File: config.mk
export PLATFORM = sky130hd
export DESIGN_NAME = branch_resolve_unit
export DESIGN_NICKNAME = d
export VERILOG_FILES = /design/src/rtl/bru_pkg.sv /design/src/rtl/bru_track_fifo.sv /design/src/rtl/branch_resolve_unit.sv
export SDC_FILE = /design/constraint.sdc
export NUM_CORES = 1
export LEC_CHECK = 0
export CAP_MARGIN = 20
export CORE_MARGIN = 2
export CORE_UTILIZATION = 40
export DETAILED_ROUTE_END_ITERATION = 7
export MAX_ROUTING_LAYER = met4
export PLACE_DENSITY = 0.65
export SYNTH_ARGS = -nofsm -noshare
export SYNTH_HDL_FRONTEND = slang
export SYNTH_HIERARCHICAL = 1
export SYNTH_SLANG_ARGS = --single-unit
File: constraint.sdc
create_clock -name clk -period 12.48 [get_ports clk]
set_input_delay 3.744 -clock clk [delete_from_list [all_inputs] [get_ports clk]]
set_output_delay 3.744 -clock clk [all_outputs]
set_load 0.02 [all_outputs]
File: src/rtl/bru_pkg.sv
// Shared types for the branch resolve unit: tracking-queue entry layout and FSM encoding.
package bru_pkg;

  localparam int BRU_PC_W = 6;

  typedef struct packed {
    logic [BRU_PC_W-1:0] pc;
    logic                taken;
    logic [BRU_PC_W-1:0] target;
  } entry_t;

  typedef enum logic {
    RUN   = 1'b0,
    FLUSH = 1'b1
  } state_t;

endpackage

File: src/rtl/bru_track_fifo.sv
// In-order circular queue of predicted branches with push/pop/clear.
// Pointers carry one extra wrap bit so full and empty are told apart without a counter.
module bru_track_fifo #(
  parameter int DAT_W = 13,
  parameter int DEPTH = 4
) (
  input  logic             clk,
  input  logic             reset,
  input  logic             push_i,
  input  logic [DAT_W-1:0] push_dat_i,
  input  logic             pop_i,
  input  logic             clear_i,
  output logic [DAT_W-1:0] head_dat_o,
  output logic             full_o,
  output logic             empty_o
);

  localparam int AW = $clog2(DEPTH);

  logic [AW:0]      head_q, head_d;
  logic [AW:0]      tail_q, tail_d;
  logic [DAT_W-1:0] mem_q [DEPTH];
  logic             do_push;
  logic             do_pop;

  assign empty_o    = (head_q == tail_q);
  assign full_o     = (head_q[AW] != tail_q[AW]) && (head_q[AW-1:0] == tail_q[AW-1:0]);
  assign head_dat_o = mem_q[head_q[AW-1:0]];

  // A pop in the same cycle frees the slot, so a push while full is legal then.
  assign do_pop  = pop_i && !empty_o && !clear_i;
  assign do_push = push_i && !clear_i && (!full_o || do_pop);

  always_comb begin
    head_d = head_q;
    tail_d = tail_q;
    if (clear_i) begin
      head_d = '0;
      tail_d = '0;
    end else begin
      if (do_pop)  head_d = head_q + 1'b1;
      if (do_push) tail_d = tail_q + 1'b1;
    end
  end

  always_ff @(posedge clk or posedge reset) begin
    if (reset) begin
      head_q <= '0;
      tail_q <= '0;
    end else begin
      head_q <= head_d;
      tail_q <= tail_d;
    end
  end

  always_ff @(posedge clk) begin
    if (do_push) mem_q[tail_q[AW-1:0]] <= push_dat_i;
  end

endmodule

File: src/rtl/branch_resolve_unit.sv
// Compares resolved branches against queued predictions, trains the predictor and flushes on mispredict.
// All outputs registered one cycle after res_valid; pred_ready is also high when full if a correct resolve pops this cycle.
module branch_resolve_unit
  import bru_pkg::*;
#(
  parameter int PC_W  = BRU_PC_W,
  parameter int DEPTH = 4,
  parameter int CNT_W = 16
) (
  input  logic             clk,
  input  logic             reset,
  input  logic             pred_valid,
  input  logic [PC_W-1:0]  pred_pc,
  input  logic             pred_taken,
  input  logic [PC_W-1:0]  pred_target,
  output logic             pred_ready,
  input  logic             res_valid,
  input  logic             res_taken,
  input  logic [PC_W-1:0]  res_target,
  output logic             upd_branch,
  output logic [PC_W-1:0]  upd_pc,
  output logic             upd_taken,
  output logic             flush,
  output logic [PC_W-1:0]  redirect_pc,
  output logic             underflow_err,
  output logic [CNT_W-1:0] branch_count,
  output logic [CNT_W-1:0] mispredict_count
);

  state_t                   state_q, state_d;
  logic                     live_q;
  entry_t                   push_ent, head_ent;
  logic [$bits(entry_t)-1:0] head_raw;
  logic                     full, empty;
  logic                     in_run, resolve, mispred, correct, push;

  logic             upd_branch_q, upd_branch_d;
  logic [PC_W-1:0]  upd_pc_q, upd_pc_d;
  logic             upd_taken_q, upd_taken_d;
  logic             flush_q, flush_d;
  logic [PC_W-1:0]  redirect_q, redirect_d;
  logic             underflow_q, underflow_d;
  logic [CNT_W-1:0] branch_cnt_q, branch_cnt_d;
  logic [CNT_W-1:0] mispred_cnt_q, mispred_cnt_d;

  assign push_ent = '{pc: pred_pc, taken: pred_taken, target: pred_target};
  assign head_ent = entry_t'(head_raw);

  assign in_run  = (state_q == RUN);
  assign resolve = in_run && res_valid && !empty;
  assign mispred = resolve && ((head_ent.taken != res_taken) ||
                               (res_taken && (head_ent.target != res_target)));
  assign correct = resolve && !mispred;

  // live_q keeps pred_ready low while reset is held and for the cycle it is released in.
  assign pred_ready = live_q && in_run && (!full || correct);
  assign push       = pred_valid && pred_ready;

  bru_track_fifo #(
    .DAT_W ($bits(entry_t)),
    .DEPTH (DEPTH)
  ) u_track_fifo (
    .clk        (clk),
    .reset      (reset),
    .push_i     (push),
    .push_dat_i (push_ent),
    .pop_i      (resolve),
    .clear_i    (mispred),
    .head_dat_o (head_raw),
    .full_o     (full),
    .empty_o    (empty)
  );

  always_comb begin
    state_d       = state_q;
    upd_branch_d  = resolve;
    upd_pc_d      = resolve ? head_ent.pc : '0;
    upd_taken_d   = resolve && res_taken;
    flush_d       = mispred;
    redirect_d    = '0;
    underflow_d   = underflow_q || (in_run && res_valid && empty);
    branch_cnt_d  = branch_cnt_q;
    mispred_cnt_d = mispred_cnt_q;

    if (resolve && (branch_cnt_q != '1))  branch_cnt_d  = branch_cnt_q + 1'b1;
    if (mispred && (mispred_cnt_q != '1)) mispred_cnt_d = mispred_cnt_q + 1'b1;
    if (mispred) redirect_d = res_taken ? res_target : head_ent.pc + 1'b1;

    case (state_q)
      RUN:     if (mispred) state_d = FLUSH;
      FLUSH:   state_d = RUN;
      default: state_d = RUN;
    endcase
  end

  always_ff @(posedge clk or posedge reset) begin
    if (reset) begin
      state_q       <= RUN;
      live_q        <= 1'b0;
      upd_branch_q  <= 1'b0;
      upd_pc_q      <= '0;
      upd_taken_q   <= 1'b0;
      flush_q       <= 1'b0;
      redirect_q    <= '0;
      underflow_q   <= 1'b0;
      branch_cnt_q  <= '0;
      mispred_cnt_q <= '0;
    end else begin
      state_q       <= state_d;
      live_q        <= 1'b1;
      upd_branch_q  <= upd_branch_d;
      upd_pc_q      <= upd_pc_d;
      upd_taken_q   <= upd_taken_d;
      flush_q       <= flush_d;
      redirect_q    <= redirect_d;
      underflow_q   <= underflow_d;
      branch_cnt_q  <= branch_cnt_d;
      mispred_cnt_q <= mispred_cnt_d;
    end
  end

  assign upd_branch       = upd_branch_q;
  assign upd_pc           = upd_pc_q;
  assign upd_taken        = upd_taken_q;
  assign flush            = flush_q;
  assign redirect_pc      = redirect_q;
  assign underflow_err    = underflow_q;
  assign branch_count     = branch_cnt_q;
  assign mispredict_count = mispred_cnt_q;

endmodule

# == Word level (Yosys, flattened, before mapping) ==
# Memories as Yosys holds them, arrays and structs flattened.
# Cells that the tools add are included.
# word_totals
register_bits,56
ram_bits,52
in_bits,24
out_inout_bits,49
word_cells,63
n_memories,1
# classes
addsub,5
eq_ne,7
mux,11
bitwise,1
reduce_logical,26
# memory_table
memory,words,width,rd,rd_clocked_by_memory_dff,wr,line,source
u_track_fifo.mem_q,4,13,1,0,1,bru_track_fifo.sv:22,logic [DAT_W-1:0] mem_q [DEPTH];
# ops
op,n
$add 16x1->16 const B,2
$ne 16x16->1 const B,2
$mux 6,3
$logic_and 1x1->1,17
$mux 3,4
$add 3x1->3 const B,2
$add 6x1->6 const B,1
$ne 6x6->1,1
$logic_or 1x1->1,4
$reduce_bool 2->1,2
$eq 3x3->1,1
$logic_not 1->1,3
$mux 1,3
$eq 2x2->1,1
$ne 1x1->1,2
$pmux 1 s2,1
$not 1->1,1

# == Longest topological paths before layout ==
# Gate-level depths: netlist of the first run.
# An unclocked memory read counts as a cell.
# logic_depth
word_depth,14
depth_mapped,13
ltp_nobuf,11

# == By module ==
# The synthesis of the first run kept the hierarchy.
# by_module_without_submodules
mod,instances,cells_per_inst,area_each_um2,seq_area_each_um2
bru_track_fifo,1,125,2453.6,1711.6
branch_resolve_unit,1,208,2273.4,1251.2

# == Least setup slack after synthesis of the first run ==
# No wires, ideal clock.
# synth_timing
path_kind,input-to-output
startpoint,in res_target[4]
endpoint,out pred_ready
t_arrival_ns,4.659
required_ns,8.736
setup_slack_ns,4.077
cell_stages,5
n_path_buf,0
cell_sequence,xor2_1 > nor4_1 > a21oi_1 > o21ai_0 > and3_1
# synth_via
elab_chain_len,8
# synth_lines
element,line,source
start: declaration,branch_resolve_unit.sv:19,"input logic [PC_W-1:0] res_target,"
$ne 6x6->1,branch_resolve_unit.sv:52,(res_taken && (head_ent.target != res_target)));
$logic_and 1x1->1,branch_resolve_unit.sv:52,
$logic_or 1x1->1,branch_resolve_unit.sv:51,assign mispred = resolve && ((head_ent.taken != res_taken) ||
$logic_and 1x1->1,branch_resolve_unit.sv:51,
$logic_not 1->1,branch_resolve_unit.sv:53,assign correct = resolve && !mispred;
$logic_and 1x1->1,branch_resolve_unit.sv:53,
$logic_or 1x1->1,branch_resolve_unit.sv:56,assign pred_ready = live_q && in_run && (!full || correct);
$logic_and 1x1->1,branch_resolve_unit.sv:56,
end: declaration,branch_resolve_unit.sv:16,"output logic pred_ready,"
# Every way passes these cells.

# == Worst setup path after layout of the first run ==
# layout_timing
startpoint,in res_taken
endpoint,out pred_ready
# layout_via
elab_chain_len,7
elab_cells_between_ends,8
classes_between,1 x eq/ne; 7 x reduce/logical
# layout_lines
element,line,source
start: declaration,branch_resolve_unit.sv:18,"input logic res_taken,"
$ne 1x1->1 or $logic_and 1x1->1 (tied branches),"branch_resolve_unit.sv:51, branch_resolve_unit.sv:52",
$logic_or 1x1->1 *,branch_resolve_unit.sv:51,
$logic_and 1x1->1 *,branch_resolve_unit.sv:51,
$logic_not 1->1 *,branch_resolve_unit.sv:53,
$logic_and 1x1->1 *,branch_resolve_unit.sv:53,
$logic_or 1x1->1 *,branch_resolve_unit.sv:56,
$logic_and 1x1->1 *,branch_resolve_unit.sv:56,
# Mark *: on every way between the ends. The rest lies on a longest branch, timed or not.

==> out/results.tsv, run 1 <==
metric	value	unit
hold path cells	1	
fin crit share	0.800	
H-tree Lvls	3	
reg2reg setup slack	8290	ps
P_sw	0.412	mW
DPL Wire Length	6410	microns
die area	12700	sq um
post-route DRC violation count	0	
WHS Endpoint	underflow_err$_DFF_PP0_	
Die X	113	microns
Synth Flop Type	dfrtp_1	
Critical Path Fanout Max	14	
final WL	9090	microns
I/O pins	73	
Flop pwr share	0.413	
most frequent cells in the layout	clkdlybuf4s50_1, dfrtp_1, edfxtp_1	
asr flop ratio synth	0.519	
largest net degree at the start of global routing	51	
Area growth syn-to-layout	25.3	%
VDD IR max	0.0978	mV
first-pass GRT wire length	14900	microns
CTS Buf Count	9	
GRT Residual Overflow	0	
gpl congestion	0.830	
Setup CP Type	primary input to output port	
syn nets	365	
port bufs	72	
vias in the first global route	2874	
P_leak	2.28	nW
num rows	39	
RSZ-0062 raised after global routing	false	
root buffer cell	clkbuf_16	
All-Layer GR Usage	0.156	
PwrDens	199	nW/um^2
Max-Slew Margin vs Limit	0.304	
setup ws final	2490	ps
Hold WS	473	ps
buffers inserted by post-CTS timing repair	0	
Sink Count	108	
Pint	0.769	mW
Worst Hold Class	flip-flop to flip-flop	
layout cells sized above 1	0.127	
1st-iter DRT viols	157	
critical path data arrival time	6240	ps
#FFs+latches synth	108	
Synth cell types	48	
Worst Min Path Start	underflow_err$_DFF_PP0_	
deepest clock path buffer count	2	
Seq/Total Area, Yosys	0.627	
power share of the combinational group	0.354	
clk slew on worst S/H paths	70	ps
CTS tree	done	
Post-Place Worst Slack	2540	ps
Clock Skew	7.27	ps
TritonRoute pass-1 iters	4	
vias per cell	5.11	
Avg Synthesized Cell Area	14.2	sq um
Hold Violations, Final	0	
Via Count	2857	
Core Area	11500	sq um
Max Cap Viol	0	
YS warnings	6	
Worst EP required	8740	ps
Setup crit end kind	output port	
max-slew violations	0	
# fillers	998	
R2R depth	7	
Post-synth EDFFs	52	
Die Height	113	microns
crit path launch type	primary input	
largest area contributor in the netlist	edfxtp_1	
hold-fix buffer count after cts	0	
area of the multi-input gates	1670	sq um
setup TNS	0	ps
Worst R2R Start	u_track_fifo/head_q[1]$_DFFE_PP0P_	
Overall Power	1.18	mW
Final setup viols	0	
nets	443	
run status	finished clean	
Post-Syn Area	4730	sq um
Slew @ Worst Pin	1040	ps
largest cells by area after synthesis	edfxtp_1, dfrtp_1, mux4_2	
final antenna diode count	0	
Synth top area share	0.330	
# resized after CTS	0	
wire per inst	16.3	microns
Max Fclk	100	MHz
Cells after Synth	333	
power share of the clock group	0.233	
Routed Antenna Nets	0	
most common cell after layout, fill and taps aside	clkdlybuf4s50_1	
reg-to-reg endpoint	u_track_fifo/mem_q[1][1]$_DFFE_PP_	
Register Area	2960	sq um
initial antenna violation count	0	
Worst-Skew Late Latency	350	ps
Initial Utilization	0.412	
Sw Share	0.349	
min cycle time layout	9990	ps
-- worst max path at each step --
stage                  startpoint          to  cells past startpoint
CTS                     res_taken  pred_ready                      7
floorplan           res_target[4]  pred_ready                      5
finish                  res_taken  pred_ready                      7
global placement        res_taken  pred_ready                      7
detailed placement      res_taken  pred_ready                      7
global route            res_taken  pred_ready                      7
-- cells by family (layout without fill, tap and decap cells) --
family | Yosys count | after routing | synth area share
mux | 22 | 22 | 0.0839
compound gates | 18 | 18 | 0.0294
simple gates | 108 | 108 | 0.125
xor+xnor | 44 | 44 | 0.0863
flops | 108 | 108 | 0.627
fa+ha+maj | 8 | 8 | 0.0212
other cells | 1 | 1 | 0.000793
buf+inv | 24 | 107 | 0.0267
-- synthesized netlist by cell type (all sizes together) (8+ instances only) --
cell / n
nor2: 25
ha: 8
inv: 15
nand2: 14
xnor2: 27
dfrtp: 56
and3: 8
edfxtp: 52
xor2: 17
and2: 9
mux4: 13
nand4: 14
nand3: 17
-- area by class of cell --
cell class / count / share of cell area
sequential: 108 / 0.500
multi-input combinational: 201 / 0.281
timing repair buffer: 76 / 0.129
clock buffer: 9 / 0.0380
tap: 143 / 0.0302
clock inverter: 7 / 0.0120
inverter: 15 / 0.00951
-- metrics by stage --
step / util / std cells / area (sq um)
floorplan: - / 333 / 4730
global placement: 0.489 / 542 / 5610
detailed placement: 0.489 / 542 / 5610
CTS: 0.515 / 558 / 5900
global route: 0.517 / 559 / 5920
finish: 0.517 / 559 / 5920
-- registers in the layout, summed over array words and instances (netlist names) --
signal / flops
state_q: 1
upd_taken: 1
underflow_err: 1
upd_pc: 6
upd_branch: 1
redirect_pc: 6
live_q: 1
flush: 1
u_track_fifo/tail_q: 3
u_track_fifo/head_q: 3
mispredict_count: 16
branch_count: 16
u_track_fifo/mem_q: 52
-- per-layer routing --
layer | GRT usage | up-vias | share of wire
met5 | - | - | 0
met4 | 0.0463 | 0 | 0.012
li1 | - | 1355 | -
met1 | 0.209 | 1415 | 0.46
met2 | 0.234 | 76 | 0.47
met3 | 0.0423 | 11 | 0.054
-- power by group through the flow --
stage	logic [mW]	clock network, mW	registers [mW]
6_report	0.418	0.275	0.487
5_1_grt	0.458	0.300	0.496
4_1_cts	0.424	0.284	0.488
3_5_place_dp	0.423	0	0.496
3_3_place_gp	0.417	0	0.494
2_1_floorplan	0.246	0	0.526
-- critical path, stage by stage --
cell and delay (ps):
clkdlybuf4s50_1 810, nand2_1 100, nor4_1 370, a21oi_1 210, o21ai_0 170, and3_1 220, clkdlybuf4s50_1 620
(Power assumes the default switching activity.)
==> run 2, diff against run 1 <==
- clock period: 12.48 -> 10.4 ns (I/O delays scaled with it)
==> run 2 against run 1 <==
Register-to-register slack lost 2000 ps; critical path type unchanged; first-iteration DRC count up 23%; utilization increased by 0.33 points; non-clock buffer count did not move.
==> out/results.tsv, run 2 (same netlist as run 1, synthesis figures left out) <==
metric	value	unit
clk slew on worst S/H paths	80	ps
port bufs	72	
DP Area	5600	sq um
final antenna diode count	0	
reg2reg setup slack	6280	ps
critical path data arrival time	5560	ps
Routed Antenna Nets	0	
fin crit share	0.834	
Die Height	113	microns
die area	12700	sq um
Sink Count	108	
hold path cells	1	
final WL	9230	microns
Worst-Skew Late Latency	350	ps
Hold Violations, Final	0	
vias per cell	5.16	
# resized after CTS	0	
H-tree Lvls	3	
Core Area	11500	sq um
GRT Residual Overflow	0	
All-Layer GR Usage	0.155	
Worst Hold Class	flip-flop to flip-flop	
most frequent cells in the layout	clkdlybuf4s50_1, dfrtp_1, edfxtp_1	
Initial Utilization	0.412	
initial antenna violation count	0	
Setup CP Type	primary input to output port	
DPL Wire Length	6470	microns
deepest clock path buffer count	2	
Area growth syn-to-layout	26.1	%
PwrDens	243	nW/um^2
VDD IR max	0.127	mV
Worst Setup EP	pred_ready	
layout cells sized above 1	0.127	
largest net degree at the start of global routing	51	
Clock Skew	7.31	ps
Setup crit end kind	output port	
Max-Slew Margin vs Limit	0.344	
Largest register FFs	52	
CTS Buf Count	9	
CTS tree	done	
Hold WS	483	ps
1st-iter DRT viols	193	
num rows	39	
hold-fix buffer count after cts	0	
most common cell after layout, fill and taps aside	clkdlybuf4s50_1	
Critical Path Fanout Max	14	
crit path launch type	primary input	
min cycle time layout	8680	ps
P_leak	2.30	nW
crit path launch	res_taken	
gpl congestion	0.820	
first-pass GRT wire length	14800	microns
Slew @ Worst Pin	979	ps
max-slew violations	0	
post-route DRC violation count	0	
run status	finished clean	
Final Cell Area	5960	sq um
R2R depth	10	
vias in the first global route	2844	
RSZ-0062 raised after global routing	false	
Die X	113	microns
root buffer cell	clkbuf_16	
TritonRoute pass-1 iters	4	
buffers inserted by post-CTS timing repair	0	
wire per inst	16.5	microns
nets	443	
Worst R2R Start	u_track_fifo/head_q[1]$_DFFE_PP0P_	
reg-to-reg endpoint	u_track_fifo/mem_q[0][1]$_DFFE_PP_	
Via Count	2885	
Max Fclk	115	MHz
I/O pins	73	
Worst EP required	7280	ps
setup TNS	0	ps
Max Cap Viol	0	
Final setup viols	0	
post-layout util	0.520	
[run 2: how the worst min path moves through the flow]
stage,startpoint,to,slack [ps]
finish,underflow_err$_DFF_PP0_,underflow_err$_DFF_PP0_,480
detailed placement,underflow_err$_DFF_PP0_,underflow_err$_DFF_PP0_,470
global route,underflow_err$_DFF_PP0_,underflow_err$_DFF_PP0_,500
CTS,underflow_err$_DFF_PP0_,underflow_err$_DFF_PP0_,480
floorplan,state_q$_DFF_PP0_,underflow_err$_DFF_PP0_,570
global placement,underflow_err$_DFF_PP0_,underflow_err$_DFF_PP0_,470
[run 2: power by group]
group          switching (mW)  internal (mW)  total (mW)
Clock                   0.161          0.193       0.355
Sequential             0.0656          0.523       0.588
Combinational           0.269          0.238       0.507
Total                   0.496          0.954        1.45
[run 2: area by class of cell]
| cell class | instances | area (sq um) |
|---|---|---|
| Timing Repair Buffer | 76 | 783 |
| Inverter | 15 | 56.3 |
| Clock buffer | 9 | 225 |
| Clock inverter | 7 | 88.8 |
| Fill cell | 990 | 5510 |
| Multi-Input combinational cell | 201 | 1670 |
| Tap cell | 143 | 179 |
| Sequential cell | 108 | 2960 |
[run 2: through the flow]
step	cells	total power, mW	setup WS [ps]
finish	559	1.45	1720
global route	559	1.54	1570
CTS	557	1.46	1720
detailed placement	541	1.10	1720
global placement	541	1.09	1740
floorplan	333	0.926	3240
[run 2: critical path, cell delays in order]
cell	delay, ps
clkdlybuf4s50_1	810
nand2_1	100
nor4_1	340
a21oi_1	200
o21ai_0	170
and3_1	210
clkdlybuf4s50_1	610
[run 2: routing by layer]
metal  global-route usage  vias up  wire length, microns
li1                     -     1355                     -
met1                0.205     1437                  4250
met2                0.238       81                  4380
met3               0.0386       12                   447
met4               0.0480        0                   145
met5                    -        -                     0
==> run 3, diff against run 2 <==
- PLACE_DENSITY: 0.65 -> 0.68
- clock period: 10.4 -> 7.4 ns (I/O delays scaled with it)
==> run 3 against run 2 <==
Via count decreased by 0.62%; combinational power up 38%; total power grew 41%; clock-buffer cell count unchanged; clock skew grew 2.6 ps; hold slack improved by 17 ps; critical path type unchanged; largest power group unchanged.
==> out/results.tsv, run 3 (same netlist as run 1, synthesis figures left out) <==
metric	value	unit
run status	finished clean	
CP max-delay cell	clkdlybuf4s50_1	
# resized after CTS	0	
min cycle time layout	6540	ps
critical path depth	7	
max incr delay on CP	610	ps
port bufs	72	
Post-Place Worst Slack	855	ps
Worst Hold Class	flip-flop to flip-flop	
Worst-Skew Late Latency	350	ps
VDD IR max	0.146	mV
Core Area	11500	sq um
Sink Count	108	
clk slew on worst S/H paths	80	ps
final WL	9120	microns
CP cell instances	clkdlybuf4s50_1, xor2_1, nor4_1, a21oi_1, o21ai_0, and3_1, clkdlybuf4s50_1	
setup ws final	861	ps
Max-Slew Margin vs Limit	0.277	
CTS tree	done	
Hold WS	501	ps
CP dominant cell by count	clkdlybuf4s50_1	
final std cells w/o fill	558	
buffers inserted by post-CTS timing repair	0	
# fillers	968	
first-pass GRT wire length	14800	microns
Setup crit end kind	output port	
area of the multi-input gates	1680	sq um
num rows	39	
PwrDens	342	nW/um^2
gpl congestion	0.828	
fin crit share	0.884	
hold-fix buffer count after cts	0	
Worst R2R Start	u_track_fifo/head_q[0]$_DFFE_PP0P_	
Max Fclk	153	MHz
vias per cell	5.14	
DPL Wire Length	6450	microns
root buffer cell	clkbuf_16	
I/O pins	73	
Hold Violations, Final	0	
wire per inst	16.3	microns
layout cells sized above 1	0.125	
Critical Path Fanout Max	3	
reg2reg setup slack	3190	ps
Area growth syn-to-layout	26.1	%
CTS Buf Count	9	
vias in the first global route	2885	
max-slew violations	0	
most frequent cells in the layout	clkdlybuf4s50_1, dfrtp_1, edfxtp_1	
H-tree Lvls	3	
P_leak	2.29	nW
Clock Skew	9.91	ps
R2R depth	8	
Largest register FFs	52	
setup TNS	0	ps
initial antenna violation count	0	
GRT Residual Overflow	0	
deepest clock path buffer count	2	
nets	442	
Initial Utilization	0.412	
CP Buf/Inv Count	2	
Via Count	2867	
final antenna diode count	0	
Worst EP required	5180	ps
placed cells	541	
Setup CP Type	primary input to output port	
family with the most delay on the worst path	buffers and inverters	
Register Area	2960	sq um
Max Cap Viol	0	
1st-iter DRT viols	127	
most common cell after layout, fill and taps aside	clkdlybuf4s50_1	
Final setup viols	0	
All-Layer GR Usage	0.158	
Routed Antenna Nets	0	
Worst Setup EP	pred_ready	
Slew @ Worst Pin	1080	ps
Die X	113	microns
post-route DRC violation count	0	
crit path launch	res_target[4]	
reg-to-reg endpoint	u_track_fifo/mem_q[2][6]$_DFFE_PP_	
die area	12700	sq um
RSZ-0062 raised after global routing	false	
critical path data arrival time	4320	ps
Die Height	113	microns
TritonRoute pass-1 iters	4	
crit path launch type	primary input	
largest net degree at the start of global routing	51	
==> run 3: worst min-delay path by stage <==
stage | start | endpoint | slack [ps] | cells after the start
after floorplan | state_q$_DFF_PP0_ | underflow_err$_DFF_PP0_ | 570 | 2
after global placement | branch_count[4]$_DFFE_PP0P_ | branch_count[4]$_DFFE_PP0P_ | 480 | 1
after detailed placement | underflow_err$_DFF_PP0_ | underflow_err$_DFF_PP0_ | 490 | 1
after CTS | underflow_err$_DFF_PP0_ | underflow_err$_DFF_PP0_ | 500 | 1
after global routing | branch_count[4]$_DFFE_PP0P_ | branch_count[4]$_DFFE_PP0P_ | 520 | 1
final | branch_count[15]$_DFFE_PP0P_ | branch_count[15]$_DFFE_PP0P_ | 500 | 1
==> run 3: layer usage <==
layer / GRT usage / vias up / part of all wire
met3: 0.0257 / 20 / 0.045
met4: 0.0805 / 0 / 0.030
met1: 0.200 / 1413 / 0.43
met5: - / - / 0
li1: - / 1360 / -
met2: 0.248 / 74 / 0.50
==> run 3: power breakdown <==
part	switching (mW)	internal, mW	leakage, nW	total (mW)
registers	0.0946	0.734	1.21	0.829
clock network	0.237	0.276	0.161	0.513
logic	0.372	0.326	0.926	0.698
total	0.704	1.34	2.29	2.04
==> run 3: cell type report <==
| class | count | area share |
|---|---|---|
| multi-input cells | 201 | 0.282 |
| clock inverters | 7 | 0.0168 |
| repair buffers | 75 | 0.127 |
| inverters | 15 | 0.00944 |
| well taps | 143 | 0.0300 |
| flip-flops and latches | 108 | 0.497 |
| clock buffers | 9 | 0.0378 |
==> run 3: metrics by stage <==
step	power (mW)	utilization	instance area [sq um]
floorplan	1.30	-	4730
global placement	1.54	0.490	5620
detailed placement	1.55	0.490	5620
CTS	2.07	0.518	5940
global route	2.16	0.520	5960
finish	2.04	0.520	5960
